`config.mk`:
```
export PLATFORM = sky130hd
export DESIGN_NAME = spi_slave_byte_if
export DESIGN_NICKNAME = d
export VERILOG_FILES = /design/src/rtl/spi_cpld_pkg.sv /design/src/rtl/spi_slave_byte_if_sync_edge.sv /design/src/rtl/spi_slave_byte_if.sv
export SDC_FILE = /design/constraint.sdc
export NUM_CORES = 1
export LEC_CHECK = 0
export CORE_MARGIN = 1.5
export CORE_UTILIZATION = 45
export DETAILED_ROUTE_END_ITERATION = 7
export HOLD_SLACK_MARGIN = 0.12
export PLACE_DENSITY = 0.77
export SLEW_MARGIN = 10
export SYNTH_ARGS = -nofsm -noshare
export SYNTH_HDL_FRONTEND = slang
export SYNTH_SLANG_ARGS = --single-unit
export TNS_END_PERCENT = 5
```
`constraint.sdc`:
```
create_clock -name CLK -period 4.25 [get_ports CLK]
set_input_delay 0.6375 -clock CLK [delete_from_list [all_inputs] [get_ports CLK]]
set_output_delay 0.6375 -clock CLK [all_outputs]
set_load 0.005 [all_outputs]
```
`src/rtl/spi_cpld_pkg.sv`:
```
// Shared constants for the CPLD SPI slave path: word width, FSM encoding and
// the reset presets of the input synchronisers.
package spi_cpld_pkg;
  localparam int DATA_W_DEF = 8;
  localparam int RX_COUNT_W = 8;

  typedef enum logic {ST_IDLE = 1'b0, ST_SHIFT = 1'b1} spi_state_e;

  // Idle bus levels: reset release must not look like an edge.
  localparam logic SCLK_RST = 1'b0;
  localparam logic NSS_RST  = 1'b1;
  localparam logic MOSI_RST = 1'b0;
endpackage

```
`src/rtl/spi_slave_byte_if_sync_edge.sv`:
```
// spi_sync_edge: STAGES-deep synchroniser with a reset preset and rise/fall
// pulses taken from the last stage against one extra delayed copy.
module spi_sync_edge #(
  parameter int   STAGES = 2,
  parameter logic INIT   = 1'b0
) (
  input  logic clk,
  input  logic rst,
  input  logic din,
  output logic dout,
  output logic rise,
  output logic fall
);
  logic [STAGES:0] chain;

  always_ff @(posedge clk) begin
    if (rst) chain <= {(STAGES+1){INIT}};
    else     chain <= {chain[STAGES-1:0], din};
  end

  assign dout = chain[STAGES-1];
  assign rise =  chain[STAGES-1] & ~chain[STAGES];
  assign fall = ~chain[STAGES-1] &  chain[STAGES];
endmodule

```
`src/rtl/spi_slave_byte_if.sv`:
```
// Oversampled SPI mode-0 slave: RX words to a valid/ready stream, TX words from
// local logic. Define SPI_SLAVE_BYTE_COUNT_EN to add the RX_COUNT output.
module spi_slave_byte_if
  import spi_cpld_pkg::*;
#(
  parameter int DATA_W      = DATA_W_DEF,
  parameter int SYNC_STAGES = 2
) (
  input  logic              CLK,
  input  logic              RST,
  input  logic              SPI_CLK,
  input  logic              SPI_MOSI,
  input  logic              SPI_NSS,
  output logic              SPI_MISO,
  output logic [DATA_W-1:0] RX_DATA,
  output logic              RX_VALID,
  input  logic              RX_READY,
  input  logic [DATA_W-1:0] TX_DATA,
  output logic              TX_REQ,
  output logic              FRAME_START,
  output logic              FRAME_END,
  output logic              OVERRUN,
  output logic              PARTIAL
`ifdef SPI_SLAVE_BYTE_COUNT_EN
  ,
  output logic [RX_COUNT_W-1:0] RX_COUNT
`endif
);
  localparam int STG   = (SYNC_STAGES < 2) ? 2 : SYNC_STAGES;
  localparam int CNT_W = (DATA_W > 1) ? $clog2(DATA_W) : 1;
  localparam logic [CNT_W-1:0] LAST = CNT_W'(DATA_W - 1);

  logic sclk_lvl, sclk_rise, sclk_fall;
  logic mosi_lvl, mosi_rise, mosi_fall;
  logic nss_lvl, nss_rise, nss_fall;

  spi_sync_edge #(.STAGES(STG), .INIT(SCLK_RST)) u_sclk (
    .clk(CLK), .rst(RST), .din(SPI_CLK), .dout(sclk_lvl), .rise(sclk_rise), .fall(sclk_fall));
  spi_sync_edge #(.STAGES(STG), .INIT(MOSI_RST)) u_mosi (
    .clk(CLK), .rst(RST), .din(SPI_MOSI), .dout(mosi_lvl), .rise(mosi_rise), .fall(mosi_fall));
  spi_sync_edge #(.STAGES(STG), .INIT(NSS_RST)) u_nss (
    .clk(CLK), .rst(RST), .din(SPI_NSS), .dout(nss_lvl), .rise(nss_rise), .fall(nss_fall));

  logic unused_sync;
  assign unused_sync = ^{sclk_lvl, mosi_rise, mosi_fall};

  spi_state_e        state;
  logic [CNT_W-1:0]  bit_cnt;
  logic [DATA_W-1:0] rx_shift, tx_shift;
  logic              tx_pend, word_done;
  // warm tracks when the NSS chain holds real samples instead of the preset;
  // a frame may only start once NSS has been seen high after reset.
  logic [STG-1:0]    warm;
  logic              armed;

  always_ff @(posedge CLK) begin
    if (RST) begin
      state       <= ST_IDLE;
      bit_cnt     <= '0;
      rx_shift    <= '0;
      tx_shift    <= '0;
      tx_pend     <= 1'b0;
      word_done   <= 1'b0;
      warm        <= '0;
      armed       <= 1'b0;
      RX_DATA     <= '0;
      RX_VALID    <= 1'b0;
      TX_REQ      <= 1'b0;
      FRAME_START <= 1'b0;
      FRAME_END   <= 1'b0;
      OVERRUN     <= 1'b0;
      PARTIAL     <= 1'b0;
`ifdef SPI_SLAVE_BYTE_COUNT_EN
      RX_COUNT    <= '0;
`endif
    end else begin
      warm <= {warm[STG-2:0], 1'b1};
      if (warm[STG-1] && nss_lvl) armed <= 1'b1;
      TX_REQ      <= 1'b0;
      FRAME_START <= 1'b0;
      FRAME_END   <= 1'b0;
      PARTIAL     <= 1'b0;
      word_done   <= 1'b0;
      case (state)
        ST_IDLE: if (nss_fall && armed) begin
          state       <= ST_SHIFT;
          FRAME_START <= 1'b1;
          tx_shift    <= TX_DATA;
          TX_REQ      <= 1'b1;
          tx_pend     <= 1'b0;
          bit_cnt     <= '0;
          OVERRUN     <= 1'b0;
`ifdef SPI_SLAVE_BYTE_COUNT_EN
          RX_COUNT    <= '0;
`endif
        end
        ST_SHIFT: begin
          // NSS rise wins over any SCLK edge in the same cycle.
          if (nss_rise) begin
            state     <= ST_IDLE;
            FRAME_END <= 1'b1;
            PARTIAL   <= (bit_cnt != '0);
            bit_cnt   <= '0;
            tx_pend   <= 1'b0;
          end else if (sclk_rise) begin
            rx_shift <= {rx_shift[DATA_W-2:0], mosi_lvl};
            if (bit_cnt == LAST) begin
              bit_cnt   <= '0;
              word_done <= 1'b1;
              tx_pend   <= 1'b1;
`ifdef SPI_SLAVE_BYTE_COUNT_EN
              if (RX_COUNT != '1) RX_COUNT <= RX_COUNT + 1'b1;
`endif
            end else begin
              bit_cnt <= bit_cnt + 1'b1;
            end
          end else if (sclk_fall) begin
            if (tx_pend) begin
              tx_shift <= TX_DATA;
              TX_REQ   <= 1'b1;
              tx_pend  <= 1'b0;
            end else begin
              tx_shift <= {tx_shift[DATA_W-2:0], 1'b0};
            end
          end
        end
        default: state <= ST_IDLE;
      endcase
      // Hand-off runs regardless of state so a word completed just before NSS
      // rises is still delivered.
      if (word_done) begin
        if (!RX_VALID || RX_READY) begin
          RX_DATA  <= rx_shift;
          RX_VALID <= 1'b1;
        end else begin
          OVERRUN  <= 1'b1;
        end
      end else if (RX_VALID && RX_READY) begin
        RX_VALID <= 1'b0;
      end
    end
  end

  assign SPI_MISO = (state == ST_SHIFT) & tx_shift[DATA_W-1];
endmodule
```
==> flow_summary.html, run 1 <==
<table>
<tr><th>Metric</th><th>Value</th></tr>
<tr><th colspan="2">Cells and area</th></tr>
<tr><td>Antenna diode instance count</td><td>0</td></tr>
<tr><td># nets final</td><td>228</td></tr>
<tr><td>Post-synthesis to final-layout area growth</td><td>21.5%</td></tr>
<tr><td>Share of cells above drive strength 1</td><td>0.0909</td></tr>
<tr><td>Post-route non-filler standard cell count</td><td>257</td></tr>
<tr><td>Area of all placed cells without fillers</td><td>approximately 2200 sq um</td></tr>
<tr><td>Multi-input logic area</td><td>around 800 sq um</td></tr>
<tr><td>Storage cell area</td><td>between 900 and 1000 sq um</td></tr>
<tr><td>Fillers</td><td>between 300 and 400</td></tr>
<tr><td>Final core utilization</td><td>0.588</td></tr>
<tr><th colspan="2">Synthesis</th></tr>
<tr><td>Most instantiated library cell after synthesis</td><td>sky130_fd_sc_hd__dfxtp_1</td></tr>
<tr><td>Share of synthesized area occupied by flip-flops and latches</td><td>0.516</td></tr>
<tr><td>Top FF cell, synth</td><td>sky130_fd_sc_hd__dfxtp_1</td></tr>
<tr><td>Async S/R FF share, synth</td><td>0</td></tr>
<tr><td>Number of storage elements in the synthesis netlist</td><td>47</td></tr>
<tr><td>Avg Cell Area, Syn</td><td>between 9 and 10 sq um</td></tr>
<tr><td>Most area-hungry cell type in the Yosys netlist</td><td>sky130_fd_sc_hd__dfxtp_1</td></tr>
<tr><td>Dominant cells by area after synthesis</td><td>sky130_fd_sc_hd__dfxtp_1 52%, sky130_fd_sc_hd__mux2i_1 8.2%, sky130_fd_sc_hd__nor2_1 4.3%</td></tr>
<tr><td>Post-synth EDFFs</td><td>0</td></tr>
<tr><td>Net count of the mapped netlist</td><td>203</td></tr>
<tr><td>Post-synth cell types</td><td>36</td></tr>
<tr><td>Post-Synthesis Cells</td><td>approximately 180</td></tr>
<tr><td>Mapped cell area</td><td>~1800 sq um</td></tr>
<tr><td>Yosys warning total</td><td>0</td></tr>
<tr><td>Post-synth top area share</td><td>0.516</td></tr>
<tr><td>Cell types with the highest counts after synthesis</td><td>47 x sky130_fd_sc_hd__dfxtp_1, 21 x sky130_fd_sc_hd__nor2_1, 19 x sky130_fd_sc_hd__nand2_1, 15 x sky130_fd_sc_hd__mux2i_1, 13 x sky130_fd_sc_hd__a21oi_1</td></tr>
<tr><th colspan="2">GRT</th></tr>
<tr><td>Initial antenna violation count</td><td>0</td></tr>
<tr><td>Largest net degree at the start of global routing</td><td>45</td></tr>
<tr><td>Total global-route track usage</td><td>0.153</td></tr>
<tr><td>First-pass GRT wire length</td><td>5060 um</td></tr>
<tr><td>Leftover overflow at the end of global routing</td><td>0</td></tr>
<tr><td>Via count of the first global-routing pass</td><td>1197</td></tr>
<tr><th colspan="2">Drt</th></tr>
<tr><td>Number of antenna-violating nets in the routed design</td><td>0</td></tr>
<tr><td>Routed metal-1 wire length</td><td>approximately 1400 um</td></tr>
<tr><td>Count of routing violations after the opening detailed-route iteration</td><td>just under 60</td></tr>
<tr><td>Met2 wire length</td><td>about 1400 um</td></tr>
<tr><td>Met3 routed WL</td><td>around 130 um</td></tr>
<tr><td>Number of optimization iterations in the first detailed-route pass</td><td>4</td></tr>
<tr><td>Vias post-DR</td><td>between 1000 and 1500</td></tr>
<tr><td>Average wire length per cell after detail routing</td><td>between 10 and 15 um</td></tr>
<tr><td>Detailed-route vias per instance</td><td>just over 5</td></tr>
<tr><td>Remaining routing DRC violations</td><td>0</td></tr>
<tr><td>Top layer in use</td><td>met4</td></tr>
<tr><td>Final WL</td><td>just under 3000 um</td></tr>
<tr><th colspan="2">Timing</th></tr>
<tr><td>Worst Skew</td><td>about 0.0067 ns</td></tr>
<tr><td>Final critical path time including I/O delays and setup</td><td>approximately 2.2 ns</td></tr>
<tr><td>Final-layout setup total negative slack</td><td>0 ns</td></tr>
<tr><td>Unrepaired setup endpoints after global routing</td><td>no</td></tr>
<tr><td>Rel. slew slack</td><td>0.528</td></tr>
<tr><td>Fraction of the cycle the final worst path needs</td><td>0.511</td></tr>
<tr><td>Top achievable clock speed</td><td>between 400 and 500 MHz</td></tr>
<tr><td>Count of endpoints failing hold in the final timing report</td><td>0</td></tr>
<tr><td>Fin. max-slew vios</td><td>0</td></tr>
<tr><td>Worst hold slack after final layout</td><td>~0.42 ns</td></tr>
<tr><td>Worst-Margin Slew</td><td>about 0.7 ns</td></tr>
<tr><td>Number of endpoints failing setup at the final stage</td><td>0</td></tr>
<tr><th colspan="2">Status</th></tr>
<tr><td>Result of the run</td><td>finished clean</td></tr>
<tr><th colspan="2">CTS</th></tr>
<tr><td>Number of buffers on the longest clock path</td><td>2</td></tr>
<tr><td>Setup Buffers After CTS</td><td>0</td></tr>
<tr><td>TritonCTS Buffers</td><td>5</td></tr>
<tr><td>Number of hold-repair buffers added at the cts stage</td><td>0</td></tr>
<tr><td>CTS clock-pin slew for the worst setup and hold paths</td><td>0.08 ns</td></tr>
<tr><td>Clock Root Buffer</td><td>sky130_fd_sc_hd__clkbuf_8</td></tr>
<tr><td>Clock sink count</td><td>between 40 and 50</td></tr>
<tr><td>Clk_lat worst skew</td><td>0.29 ns</td></tr>
<tr><td>H-tree lvl count</td><td>2</td></tr>
<tr><td>PostCTS Resize Cnt</td><td>0</td></tr>
<tr><td>Clock tree from TritonCTS</td><td>built</td></tr>
<tr><th colspan="2">Pwr</th></tr>
<tr><td>Worst vdd ir</td><td>approximately 0.18 mV</td></tr>
<tr><td>Portion of total power attributed to sequential cells</td><td>0.583</td></tr>
<tr><td>Share of total power consumed by net switching</td><td>0.204</td></tr>
<tr><td>Clock network power share</td><td>0.370</td></tr>
<tr><td>Sw Pwr</td><td>~0.00016 W</td></tr>
<tr><td>Comb power frac</td><td>0.047</td></tr>
<tr><td>Power per unit of standard cell area</td><td>around 350 nW/um^2</td></tr>
<tr><td>Leakage power summed over all cells</td><td>between 0.9 and 1 nW</td></tr>
<tr><td>Internal</td><td>approximately 0.00061 W</td></tr>
<tr><th colspan="2">Floorplan</th></tr>
<tr><td>Initial cell density of the core</td><td>0.484</td></tr>
<tr><td>Standard-cell rows</td><td>22</td></tr>
<tr><td>Total core area</td><td>about 3800 sq um</td></tr>
<tr><td>Die area</td><td>about 4400 sq um</td></tr>
<tr><td>Die extent in x</td><td>66.7 um</td></tr>
<tr><td>Die Y-Extent</td><td>66.7 um</td></tr>
<tr><td>Ports</td><td>29</td></tr>
<tr><th colspan="2">Min path</th></tr>
<tr><td>Min-delay worst type</td><td>flip-flop to flip-flop</td></tr>
<tr><td>Depth of the worst hold-timing path</td><td>1</td></tr>
<tr><th colspan="2">Worst setup path</th></tr>
<tr><td>Highest-delay cell along the critical path</td><td>sky130_fd_sc_hd__dfxtp_1</td></tr>
<tr><td>Delay-heaviest family, CP</td><td>flip-flops</td></tr>
<tr><td>Critical Path End Type</td><td>output port</td></tr>
<tr><td>Count of buffer and inverter cells on the critical path</td><td>1</td></tr>
<tr><td>Critical path required time</td><td>between 3 and 4 ns</td></tr>
<tr><td>Worst stage delay on the critical path</td><td>~0.54 ns</td></tr>
<tr><td>Type of the worst setup path</td><td>flip-flop to output port</td></tr>
<tr><td>Kind of start point of the critical path</td><td>flip-flop</td></tr>
<tr><td>Endpoint arrival time on the critical path</td><td>1.54 ns</td></tr>
<tr><td>Critical path peak fanout</td><td>12</td></tr>
<tr><td>Critical path depth in cells</td><td>2</td></tr>
<tr><td>R2r worst-path depth</td><td>4</td></tr>
<tr><td>Critical-path cell list</td><td>and2_1 &gt; clkdlybuf4s50_1</td></tr>
<tr><th colspan="2">Place</th></tr>
<tr><td>Number of instances in the placed design</td><td>around 250</td></tr>
<tr><td>Gpl congestion</td><td>approximately 0.8</td></tr>
<tr><td>Detail Placement HPWL</td><td>slightly below 2000 um</td></tr>
<tr><td>Cell area reported after detailed placement</td><td>between 2000 and 2500 sq um</td></tr>
<tr><td>Total of buffers placed on input and output ports</td><td>28</td></tr>
<tr><th colspan="2">Job</th></tr>
<tr><td>Reported max-cap violation count</td><td>0</td></tr>
</table>
==> state kept, by name, indices dropped and copies added (netlist names) <==
signal	count
RX_DATA	8
rx_shift	8
tx_shift	8
bit_cnt	3
u_nss.chain	3
u_sclk.chain	3
u_mosi.chain	2
warm	2
FRAME_END	1
FRAME_START	1
OVERRUN	1
PARTIAL	1
RX_VALID	1
TX_REQ	1
armed	1
state	1
tx_pend	1
word_done	1
==> power groups by stage <==
stage          sequential, W  combinational (W)  clock [W]
6_report            0.000450          0.0000364   0.000286
5_1_grt             0.000451          0.0000403   0.000315
4_1_cts             0.000450          0.0000370   0.000294
3_5_place_dp        0.000460          0.0000367          0
3_3_place_gp        0.000460          0.0000362          0
2_1_floorplan       0.000459          0.0000217          0
==> final timing paths <==
| path | from | slack, ns | endpoint |
|---|---|---|---|
| max | state | 2.08 | SPI_MISO |
| min | u_nss.chain[0] | 0.42 | u_nss.chain[1] |
| min reg2reg | u_nss.chain[0] | 0.42 | u_nss.chain[1] |
| max reg2reg | state | 2.38 | tx_shift[0] |
==> through the flow <==
stage          power, W  worst slack (ns)
2_1_floorplan  0.000481              2.79
5_1_grt        0.000806              2.01
3_3_place_gp   0.000496              2.09
6_report       0.000772              2.08
3_5_place_dp   0.000497              2.03
4_1_cts        0.000781              2.08
==> cells in the final DEF, fill, tap and decap left out, types with 2 or more instances in the layout <==
master,synthesis,layout
sky130_fd_sc_hd__nor2_1,21,21
sky130_fd_sc_hd__a21oi_1,13,13
sky130_fd_sc_hd__clkdlybuf4s50_1,0,28
sky130_fd_sc_hd__and3_1,3,3
sky130_fd_sc_hd__a41o_1,2,2
sky130_fd_sc_hd__nor2b_1,6,6
sky130_fd_sc_hd__clkbuf_8,0,7
sky130_fd_sc_hd__dfxtp_1,47,47
sky130_fd_sc_hd__a211oi_1,4,4
sky130_fd_sc_hd__nand3_1,2,2
sky130_fd_sc_hd__nand2_1,19,19
sky130_fd_sc_hd__nand2b_1,3,3
sky130_fd_sc_hd__or2_2,3,3
sky130_fd_sc_hd__a211oi_2,3,3
sky130_fd_sc_hd__ha_1,6,6
sky130_fd_sc_hd__mux2i_1,15,15
sky130_fd_sc_hd__inv_1,7,7
==> cell families after synthesis <==
| kind of cell | after synthesis | synth area share |
|---|---|---|
| buf+inv | 18 | 0.0446 |
| compound gates | 31 | 0.133 |
| flops | 47 | 0.516 |
| mux | 15 | 0.0823 |
| fa+ha+maj | 6 | 0.0412 |
| simple gates | 66 | 0.183 |
==> layer usage <==
| metal | vias to the layer above | global-route usage |
|---|---|---|
| met5 | - | 0 |
| met3 | 4 | 0.0541 |
| met1 | 598 | 0.171 |
| li1 | 672 | - |
| met2 | 26 | 0.260 |
| met4 | 0 | 0.0689 |
==> area by class of cell <==
class                      instances  area share
clock buffer                       8      0.0451
inverter                           7      0.0119
multi-input combinational        118       0.362
sequential                        47       0.424
tap                               48      0.0271
timing repair buffer              29       0.130
(Power assumes the default switching activity.)
==> inputs of run 2 (changes only) <==
Settings changed: PLACE_DENSITY 0.77 to 0.8.
Clock period 4.25 ns to 1.8 ns, I/O delays scaled along.
==> run 2 against run 1 <==
Effect of this change:
- core utilization up 1.1 points
- combinational power up 150%
- die area unchanged
- setup slack worse by 2.0 ns
- clock skew about the same
- critical path type unchanged
==> flow_summary.html, run 2 (synthesis gave the netlist of run 1 again) <==
<table>
<tr><th>Metric</th><th>Value</th></tr>
<tr><th colspan="2">Pwr</th></tr>
<tr><td>Worst vdd ir</td><td>about 0.48 mV</td></tr>
<tr><td>Leakage power summed over all cells</td><td>0.947 nW</td></tr>
<tr><td>Power per unit of standard cell area</td><td>around 810 nW/um^2</td></tr>
<tr><th colspan="2">Timing</th></tr>
<tr><td>Worst-Margin Slew</td><td>around 0.45 ns</td></tr>
<tr><td>Final-layout setup total negative slack</td><td>0 ns</td></tr>
<tr><td>Rel. slew slack</td><td>0.699</td></tr>
<tr><td>Setup slack of the critical path after layout</td><td>a little under 0.08 ns</td></tr>
<tr><td>Count of endpoints failing hold in the final timing report</td><td>0</td></tr>
<tr><td>Top achievable clock speed</td><td>580 MHz</td></tr>
<tr><td>Unrepaired setup endpoints after global routing</td><td>no</td></tr>
<tr><td>Final critical path time including I/O delays and setup</td><td>around 1.7 ns</td></tr>
<tr><td>Fraction of the cycle the final worst path needs</td><td>0.957</td></tr>
<tr><td>Number of endpoints failing setup at the final stage</td><td>0</td></tr>
<tr><td>Worst Skew</td><td>about 0.007 ns</td></tr>
<tr><td>Fin. max-slew vios</td><td>0</td></tr>
<tr><th colspan="2">Drt</th></tr>
<tr><td>Count of routing violations after the opening detailed-route iteration</td><td>approximately 110</td></tr>
<tr><td>Number of optimization iterations in the first detailed-route pass</td><td>4</td></tr>
<tr><td>Average wire length per cell after detail routing</td><td>between 10 and 15 um</td></tr>
<tr><td>Met3 routed WL</td><td>roughly 160 um</td></tr>
<tr><td>Final WL</td><td>approximately 3100 um</td></tr>
<tr><td>Vias post-DR</td><td>~1300</td></tr>
<tr><td>Met2 wire length</td><td>between 1500 and 2000 um</td></tr>
<tr><td>Remaining routing DRC violations</td><td>0</td></tr>
<tr><td>Number of antenna-violating nets in the routed design</td><td>0</td></tr>
<tr><td>Routed metal-1 wire length</td><td>between 1000 and 1500 um</td></tr>
<tr><td>Detailed-route vias per instance</td><td>roughly 5.1</td></tr>
<tr><td>Top layer in use</td><td>met4</td></tr>
<tr><th colspan="2">CTS</th></tr>
<tr><td>Clock sink count</td><td>47</td></tr>
<tr><td>Number of buffers on the longest clock path</td><td>2</td></tr>
<tr><td>CTS clock-pin slew for the worst setup and hold paths</td><td>~0.08 ns</td></tr>
<tr><td>H-tree lvl count</td><td>2</td></tr>
<tr><td>TritonCTS Buffers</td><td>5</td></tr>
<tr><td>Clock Root Buffer</td><td>sky130_fd_sc_hd__clkbuf_8</td></tr>
<tr><td>Clock tree from TritonCTS</td><td>built</td></tr>
<tr><td>Setup Buffers After CTS</td><td>0</td></tr>
<tr><td>Clk_lat worst skew</td><td>0.30 ns</td></tr>
<tr><th colspan="2">Place</th></tr>
<tr><td>Total of buffers placed on input and output ports</td><td>28</td></tr>
<tr><td>Detail Placement HPWL</td><td>2180 um</td></tr>
<tr><td>Gpl congestion</td><td>roughly 0.77</td></tr>
<tr><td>Worst-case setup slack after placement</td><td>a little over 0.2 ns</td></tr>
<tr><th colspan="2">Floorplan</th></tr>
<tr><td>Die extent in x</td><td>between 60 and 70 um</td></tr>
<tr><td>Ports</td><td>29</td></tr>
<tr><td>Total core area</td><td>~3800 sq um</td></tr>
<tr><td>Initial cell density of the core</td><td>0.484</td></tr>
<tr><td>Die Y-Extent</td><td>about 67 um</td></tr>
<tr><td>Die area</td><td>4440 sq um</td></tr>
<tr><td>Standard-cell rows</td><td>22</td></tr>
<tr><th colspan="2">Cells and area</th></tr>
<tr><td>Share of cells above drive strength 1</td><td>0.117</td></tr>
<tr><td>Most common cell after layout, fill and taps aside</td><td>sky130_fd_sc_hd__dfxtp_1</td></tr>
<tr><td>Commonest non-fill, non-tap cells in the layout</td><td>46 x sky130_fd_sc_hd__dfxtp_1, 28 x sky130_fd_sc_hd__clkdlybuf4s50_1, 21 x sky130_fd_sc_hd__nor2_1</td></tr>
<tr><td># nets final</td><td>about 230</td></tr>
<tr><td>Post-synthesis to final-layout area growth</td><td>23.8%</td></tr>
<tr><td>Registers with the most flip-flops</td><td>RX_DATA x8, rx_shift x8, tx_shift x8</td></tr>
<tr><td>Antenna diode instance count</td><td>0</td></tr>
<tr><th colspan="2">GRT</th></tr>
<tr><td>First-pass GRT wire length</td><td>about 5200 um</td></tr>
<tr><td>Initial antenna violation count</td><td>0</td></tr>
<tr><td>Leftover overflow at the end of global routing</td><td>0</td></tr>
<tr><td>Via count of the first global-routing pass</td><td>approximately 1200</td></tr>
<tr><td>Total global-route track usage</td><td>0.159</td></tr>
<tr><td>Largest net degree at the start of global routing</td><td>24</td></tr>
<tr><th colspan="2">Min path</th></tr>
<tr><td>Min-delay worst type</td><td>flip-flop to flip-flop</td></tr>
<tr><td>Start point of the worst hold path</td><td>u_nss.chain[0]</td></tr>
<tr><td>Depth of the worst hold-timing path</td><td>1</td></tr>
<tr><th colspan="2">Worst setup path</th></tr>
<tr><td>Critical path peak fanout</td><td>8</td></tr>
<tr><td>Critical path required time</td><td>approximately 1.5 ns</td></tr>
<tr><td>Critical Path Source</td><td>state</td></tr>
<tr><td>R2r worst-path depth</td><td>5</td></tr>
<tr><td>Critical Path End Type</td><td>output port</td></tr>
<tr><td>Endpoint arrival time on the critical path</td><td>1.45 ns</td></tr>
<tr><td>Type of the worst setup path</td><td>flip-flop to output port</td></tr>
<tr><td>Reg-to-Reg Start</td><td>bit_cnt[0]</td></tr>
<tr><td>Kind of start point of the critical path</td><td>flip-flop</td></tr>
<tr><th colspan="2">Job</th></tr>
<tr><td>Reported max-cap violation count</td><td>0</td></tr>
<tr><th colspan="2">Status</th></tr>
<tr><td>Result of the run</td><td>finished clean</td></tr>
</table>
-- run 2: final cells by class --
type                    instances  area (sq um)
clock buffers                   8           100
fillers                       330          1510
inverters                       7          26.3
multi-input cells             118           802
flip-flops and latches         47           945
well taps                      48          60.1
repair buffers                 34           325
-- run 2: routing by layer --
metal,GRT usage,vias up
met1,0.181,634
li1,-,677
met3,0.0507,4
met5,0,-
met4,0.0689,0
met2,0.270,32
-- run 2: stage by stage --
stage / cell area [sq um] / instances / total power [W] / hold WS (ns) / utilization
after floorplan: 1820 / 183 / 0.00114 / 0.374 / -
after global placement: 2150 / 254 / 0.00118 / 0.391 / 0.571
after detailed placement: 2150 / 254 / 0.00118 / 0.400 / 0.571
after CTS: 2260 / 262 / 0.00184 / 0.417 / 0.598
after global routing: 2260 / 262 / 0.00190 / 0.442 / 0.599
final: 2260 / 262 / 0.00182 / 0.415 / 0.599
-- run 2: repair_timing --
item,4_1_cts,5_1_grt
setup endpoints to repair,1,1
hold buffers,0,0
cloned,0,0
gates resized for setup,1,1
-- run 2: path summary, 6_finish.rpt --
| check | endpoint | slack [ns] |
|---|---|---|
| max | SPI_MISO | 0.08 |
| min | u_nss.chain[1] | 0.42 |
| max reg2reg | bit_cnt[1] | 0.26 |
| min reg2reg | u_nss.chain[1] | 0.42 |
-- run 2: critical path, cell delays in order (launching register included) --
cell	delay [ns]
sky130_fd_sc_hd__dfxtp_4	0.38
sky130_fd_sc_hd__buf_4	0.13
sky130_fd_sc_hd__and2_1	0.14
sky130_fd_sc_hd__clkdlybuf4s50_1	0.50
-- run 2: report_power, final --
part	internal (W)	total [W]	switching (W)
logic	0.0000488	0.0000906	0.0000418
clock network	0.000350	0.000673	0.000323
registers	0.00105	0.00106	0.00000728
